File: src/rtl/apc_lut_loader.sv
// apc_lut_loader
// Sequential loader for the 16-entry APC product LUT. On an accepted start it
// captures coefficient a and presents 16 consecutive writes: address k holds
// k*a for k=1..15 and address 0 holds 16*a. Multiples come from repeated
// addition into a P_W-bit accumulator (wrapping), so no multiplier is built.
//
// Optional feature macro: APC_LUT_LOADER_PARITY_EN
//   When defined, wr_data is P_W+1 bits with an even-parity bit on top
//   (the XOR of all wr_data bits is 0). When undefined, wr_data is P_W bits.
module apc_lut_loader #(
    parameter int A_W = 5,
    parameter int P_W = 9,
`ifdef APC_LUT_LOADER_PARITY_EN
    localparam int D_W = P_W + 1
`else
    localparam int D_W = P_W
`endif
) (
    input  logic           clk,
    input  logic           rst_n,
    input  logic           start,
    input  logic           abort,
    input  logic [A_W-1:0] a,
    output logic           busy,
    output logic           done,
    output logic           wr_en,
    output logic [3:0]     wr_addr,
    output logic [D_W-1:0] wr_data
);

    typedef enum logic [1:0] {
        S_IDLE = 2'd0,
        S_LOAD = 2'd1,
        S_DONE = 2'd2
    } state_t;

    state_t         state, state_n;
    logic [A_W-1:0] coef, coef_n;
    logic [P_W-1:0] acc, acc_n;
    logic [P_W-1:0] sum;
    logic [4:0]     k, k_n;          // write index 1..16; 16 maps to address 0
    logic           busy_n, done_n, wr_en_n;
    logic [3:0]     wr_addr_n;
    logic [D_W-1:0] wr_data_n;

    // Build the stored word from a product value, adding parity when enabled.
    function automatic logic [D_W-1:0] pack_word(input logic [P_W-1:0] v);
`ifdef APC_LUT_LOADER_PARITY_EN
        return {^v, v};
`else
        return v;
`endif
    endfunction

    // Next-state and next-output logic; all outputs are registered below.
    always_comb begin
        // NOTE: every variable assigned here gets a default first, so no
        // path through the case can leave one unassigned and infer a latch.
        state_n   = state;
        coef_n    = coef;
        acc_n     = acc;
        k_n       = k;
        done_n    = 1'b0;
        wr_en_n   = 1'b0;
        wr_addr_n = wr_addr;
        wr_data_n = wr_data;
        sum       = acc + P_W'(coef);

        case (state)
            S_IDLE: begin
                // start wins over abort here; abort only matters in LOAD
                if (start) begin
                    state_n   = S_LOAD;
                    coef_n    = a;
                    acc_n     = P_W'(a);
                    k_n       = 5'd1;
                    wr_en_n   = 1'b1;
                    wr_addr_n = 4'd1;
                    wr_data_n = pack_word(P_W'(a));
                end
            end
            S_LOAD: begin
                if (abort) begin
                    // already-presented writes stand; nothing further issued
                    state_n = S_IDLE;
                    acc_n   = '0;
                    k_n     = 5'd0;
                end else if (k == 5'd16) begin
                    state_n = S_DONE;
                    done_n  = 1'b1;
                end else begin
                    acc_n     = sum;
                    k_n       = k + 5'd1;
                    wr_en_n   = 1'b1;
                    wr_addr_n = k_n[3:0];
                    wr_data_n = pack_word(sum);
                end
            end
            S_DONE: begin
                state_n = S_IDLE;
                acc_n   = '0;
                k_n     = 5'd0;
            end
            default: begin
                state_n = S_IDLE;
            end
        endcase

        busy_n = (state_n != S_IDLE);
    end

    // State, datapath and output registers with asynchronous clear.
    always_ff @(posedge clk or negedge rst_n) begin
        // NOTE: sequential state uses non-blocking assignments so every
        // register samples the pre-edge values regardless of statement order.
        if (!rst_n) begin
            state   <= S_IDLE;
            coef    <= '0;
            acc     <= '0;
            k       <= '0;
            busy    <= 1'b0;
            done    <= 1'b0;
            wr_en   <= 1'b0;
            wr_addr <= '0;
            wr_data <= '0;
        end else begin
            state   <= state_n;
            coef    <= coef_n;
            acc     <= acc_n;
            k       <= k_n;
            busy    <= busy_n;
            done    <= done_n;
            wr_en   <= wr_en_n;
            wr_addr <= wr_addr_n;
            wr_data <= wr_data_n;
        end
    end

endmodule

File: config.mk
export PLATFORM = sky130hd
export DESIGN_NAME = apc_lut_loader
export DESIGN_NICKNAME = d
export VERILOG_FILES = /design/src/rtl/apc_lut_loader.sv
export SDC_FILE = /design/constraint.sdc
export NUM_CORES = 1
export LEC_CHECK = 0
export ABC_AREA = 1
export CORE_MARGIN = 4
export CORE_UTILIZATION = 49
export CTS_CLUSTER_DIAMETER = 60
export DETAILED_ROUTE_END_ITERATION = 10
export PLACE_DENSITY = 0.77
export SYNTH_ARGS = -nofsm -noshare
export SYNTH_HDL_FRONTEND = slang
export SYNTH_SLANG_ARGS = --single-unit
export TNS_END_PERCENT = 50
File: constraint.sdc
create_clock -name clk -period 2.7 [get_ports clk]
set_input_delay 0.54 -clock clk [delete_from_list [all_inputs] [get_ports clk]]
set_output_delay 0.54 -clock clk [all_outputs]
set_load 0.02 [all_outputs]
# [After elaboration in Yosys (flattened, before gate mapping)]
# Cells that the tools add are included.
[totals] reg_bits=37 elab_cells=50 inputBits=9 output_inout_bits=16
[op_classes] reduce_logical=7 add_sub_neg=2 n_mux=25 eq_ne=7
[op_table] cell="$mux W9" count=4
[op_table] cell="$pmux W9 S3" count=1
[op_table] cell="$pmux W9 S2" count=1
[op_table] cell="$mux W5" count=3
[op_table] cell="$pmux W5 S3" count=1
[op_table] cell="$mux W4" count=3
[op_table] cell="$add A9 B5 Y9" count=1
[op_table] cell="$pmux W4 S2" count=1
[op_table] cell="$mux W1" count=6
[op_table] cell="$mux W2" count=3
[op_table] cell="$ne A2 B2 Y1 const B" count=3
[op_table] cell="$add A5 B1 Y5 const B" count=1
[op_table] cell="$eq A5 B5 Y1 const B" count=1
[op_table] cell="$pmux W2 S2" count=1
[op_table] cell="$reduce_and A4 Y1" count=1
[op_table] cell="$reduce_bool A2 Y1" count=2
[op_table] cell="$ne A3 B3 Y1 const B" count=1
[op_table] cell="$reduce_and A3 Y1" count=1
[op_table] cell="$reduce_bool A3 Y1" count=1
[op_table] cell="$eq A2 B1 Y1 const B" count=1
[op_table] cell="$eq A2 B2 Y1 const B" count=1
[op_table] cell="$logic_not A2 Y1" count=1
[op_table] cell="$pmux W1 S2" count=1
[op_table] cell="$reduce_and A2 Y1" count=1

# [Depth between registers and ports, before layout]
[logic_depth] depth_word=5 ltp_mapped=13 depth_no_buf=13

# [Worst setup path before layout]
# No wires, ideal clock.
[synth_path] path_kind="flip-flop to flip-flop" start="reg coef[0]" end="reg acc[1]" setup_slack_ns=1.110 arrival_time_ns=1.514 synth_period_minus_slack_ns=1.590 n_path_buf=0 path_stages_with_launch=8 setup_ns=0.076 required_ns=2.624 path_cell_list="dfrtp_1 > ha_1 > inv_1 > fa_1 > or2_2 > o22ai_1 > nand2_1 > o21ai_1"
[synth_via] elab_chain_len=4
[synth_lines] element="from (decl)" line_no="38" text="logic [A_W-1:0] coef, coef_n;"
[synth_lines] element="from (signal assigned)" line_no="128" text="coef <= coef_n;"
[synth_lines] element="$add A9 B5 Y9" line_no="67" text="sum = acc + P_W'(coef);"
[synth_lines] element="$mux W9" line_no="88" text="end else if (k == 5'd16) begin"
[synth_lines] element="$mux W9" line_no="83" text="if (abort) begin"
[synth_lines] element="$pmux W9 S3" line_no="69" text="case (state)"
[synth_lines] element="to (signal assigned)" line_no="129" text="acc <= acc_n;"
[synth_lines] element="to (decl)" line_no="39" text="logic [P_W-1:0] acc, acc_n;"
# No other way between the ends. The select of a mux whose other input is x is not followed.
# A chain may end at the register's enable or synchronous reset.

# [Worst setup path after layout]
[layout_path] start="reg state[1]" end="reg k[4]"
[layout_via] elab_chain_len=3 word_cells_on_any_way=8 classes_between="eq/ne: 4; mux: 1; reduce/logical: 3"
[layout_lines] element="from (decl)" line_no="37" text="state_t state, state_n;"
[layout_lines] element="from (signal assigned)" line_no="127" text="state <= state_n;"
[layout_lines] element="$eq A2 B1 Y1 (tied with other cells)" line_no="69"
[layout_lines] element="$ne A3 B3 Y1 (no line) (tied with other cells)"
[layout_lines] element="$reduce_and A3 Y1 (no line)"
[layout_lines] element="to (signal assigned)" line_no="130" text="k <= k_n;"
[layout_lines] element="to (decl)" line_no="41" text="logic [4:0] k, k_n;"
# Parallel ways exist; a longest one is shown, timed or not.

==> summary.md <==
The fraction of the cycle the final worst path needs was 77.9%. Post-CTS timing repair inserted 0 buffers for setup. The number of gates resized after CTS was 0. Counting flops with a built-in enable in the synthesized netlist gives 0. Entering global routing, the biggest net connects 38 pins.

Setup violations remaining at the end of the flow were counted as 0. After routing the design area is 0.00241 mm^2. In the synthesized netlist the dominant register cell turns out to be dfrtp_1. The maximum achievable frequency is 476 MHz. The tools report the worst hold slack after final layout as 343 ps. The buffer type at the clock tree root was clkbuf_8. After detailed routing, the number of remaining DRC violations is 0. Areal power density over the cells: 1050 mW/mm^2. Leaving out fill and tap cells, the most frequent cells in the layout are nand2_1 (83), dfrtp_1 (37), inv_1 (27), clkdlybuf4s50_1 (23). The global-route track usage on met3 is 4.41%, and the detailed-placement wirelength estimate is 3190 um. Critical path endpoint category: a flop.

The net count after synthesis is 281. The worst setup path is launched from a flop. The congestion estimate from routability-driven global placement came to 0.913. The cell area that synthesis handed to floorplanning was 0.00205 mm^2.

The headroom to the max-slew limit is 45.2%. The clock reaches the later pin of the worst-skew pair after 290 ps. The initial antenna violation count is 0. The worst path in the final design needs a cycle of 2100 ps, including I/O delays and setup. In the final routed layout, each cell accounts on average for 13.1 um.

After detailed routing, the number of vias per cell comes to 5.16. The first routing iteration left 149 violations. Type of the most critical hold path: input pin to asynchronous set/reset pin. Share of layout cells above drive strength 1: 8.01%.

The initialized floorplan defines 23 standard-cell rows. The required time reported for the critical path endpoint is 2920 ps, and the number of vias in the routed layout is 1738. The setup skew after layout was 6.41 ps; the worst path arrival time was 2320 ps.

The count of antenna-violating nets left after detailed routing was 0; the global-route usage over all layers was 19.4%. For the total design power, the log shows 2.52 mW. The run gives 0 as the final hold violation count.

In the synthesized netlist the async set-or-reset flop fraction comes to 100%. The wire length of the first global-routing pass is 7850 um. The run gives 37 as the TritonCTS sink count.

In this run the count of I/O pins placed on the die edge is 25. The final layout contains routed wiring with a total length of 4410 um. The number of global-route vias before repair is 1710, and the actual slew at the worst max-slew pin is 823 ps. The run finished with clean final reports. The gate count after technology mapping was 260.

For the met2 global-route usage, the log shows 29.7%. The clock slew at the register clock pins of the worst setup and hold paths is 70 ps. The sequential share of the synthesized area is 45.2%. Cells fill 59.8% of the core in the end. Relative to the synthesized area, the layout overhead comes to 17.5%. The mean cell area of the mapped netlist was 7.88 um^2. In this run the standard cell core region covers 0.00403 mm^2. Buffers inserted during clock tree synthesis total 5. The first detailed-routing pass took 4 iterations. The net count of the finished layout is 308. TritonCTS built the clock tree. The number of different library cells used by synthesis comes to 24.

Global routing consumed, on the met1 layer, 26.4% of the routing resources. For the total of warnings raised by yosys, the log shows 0. The setup path with the least slack is of type flop to flop. The final setup TNS was 0 ps. Summed over all layers, the global routing overflow is 0.

Post-placement cell area: 0.00232 mm^2. The die is 72.7 um tall. The most common cell after layout, fill and taps aside was nand2_1. Of all nets on the critical path, the largest fanout is 12.

The number of hold buffers added after CTS was 0. IR analysis of the VDD net gives a maximum drop of 0.635 mV. The die is 72.7 um wide. The deepest clock path buffer count is 2, and the number of H-tree levels is 2. The layer carrying the most global-route usage was met2.

Setup repair after global routing left no endpoint under its margin. The final-report max-slew violation count was 0. Static power due to leakage: 1.22 nW. The floorplan step defined a die boundary enclosing 0.00528 mm^2. The number of register bits inferred by synthesis was 37. For the effective utilization at floorplan, the log shows 50.8%. The count of buffers added on input and output ports is 24. 0 antenna diodes ended up in the layout. Total of max-cap violations: 0.
==> cell families (layout without fill, tap and decap cells) <==
group | Yosys count | after routing | share of synthesized area (%)
compound gates | 37 | 37 | 9.41
flops | 37 | 37 | 45.2
simple gates | 135 | 135 | 29.3
mux | 1 | 1 | 0.550
fa+ha+maj | 12 | 12 | 7.70
buf+inv | 38 | 65 | 7.82
==> cell type report <==
class                   count  area, um^2
fillers                   383        1620
repair buffers             26         250
clock buffers               7        86.3
well taps                  50        62.6
inverters                  32         120
multi-input cells         185         962
flip-flops and latches     37         926
==> state kept, by name, summed over array words and instances (netlist names) <==
name	cells
acc	9
busy	1
coef	5
done	1
k	5
state	2
wr_addr	4
wr_data	9
wr_en	1
==> path summary, 6_finish.rpt <==
| check | slack (ps) | cells after the start | to | startpoint |
|---|---|---|---|---|
| worst max-delay path | 600 | 10 | k[4]$_DFFE_PN0P_ | state[1]$_DFF_PN0_ |
| worst min-delay path | 340 | 1 | state[0]$_DFF_PN0_ | rst_n |
| worst max register to register | 600 | 10 | k[4]$_DFFE_PN0P_ | state[1]$_DFF_PN0_ |
| worst min register to register | 490 | 2 | wr_data[0]$_DFFE_PN0P_ | wr_data[0]$_DFFE_PN0P_ |
| max in group asynchronous | 1840 | 1 | wr_data[6]$_DFFE_PN0P_ | rst_n |
| min in group clk | 490 | 2 | wr_data[0]$_DFFE_PN0P_ | wr_data[0]$_DFFE_PN0P_ |
==> stage by stage <==
stage	std cells	setup WS (ps)
5_1_grt	337	380
4_1_cts	337	588
3_3_place_gp	330	693
2_1_floorplan	260	1110
6_report	337	598
3_5_place_dp	330	610
==> power breakdown <==
part	total (mW)	internal [mW]	switching, mW
combinational	1.30	0.489	0.814
clock	0.389	0.202	0.186
sequential	0.833	0.724	0.109
==> metal layers <==
| metal | wire length (um) | share of wire, % |
|---|---|---|
| met1 | 2160 | 49 |
| met2 | 1950 | 44 |
| met3 | 216 | 4.9 |
| met4 | 89 | 2.0 |
| met5 | 0 | 0 |
==> critical path, stage by stage, from the launching register on <==
cell and delay, ps:
dfrtp_1 420, inv_1 100, ha_1 420, inv_2 170, nor2_4 150, nand3_2 100, nand2_2 230, inv_2 160
o21ai_0 100, nand2_1 70, a21oi_1 110
==> cells in the mapped netlist, types with 3 or more instances <==
cell type  instances  area, um^2
a21oi_1           10        50.1
nand3b_1           3        22.5
o21ai_0           18        90.1
dfrtp_1           37         926
or2_2              3        18.8
o22ai_1            4        25.0
nand2_1           83         312
nor2_1            12        45.0
inv_1             27         101
ha_1              11         138
nand3_1           18        90.1
o21ai_1            4        20.0
inv_2              5        18.8
nand4_1           11        68.8
(Power assumes the default switching activity.)
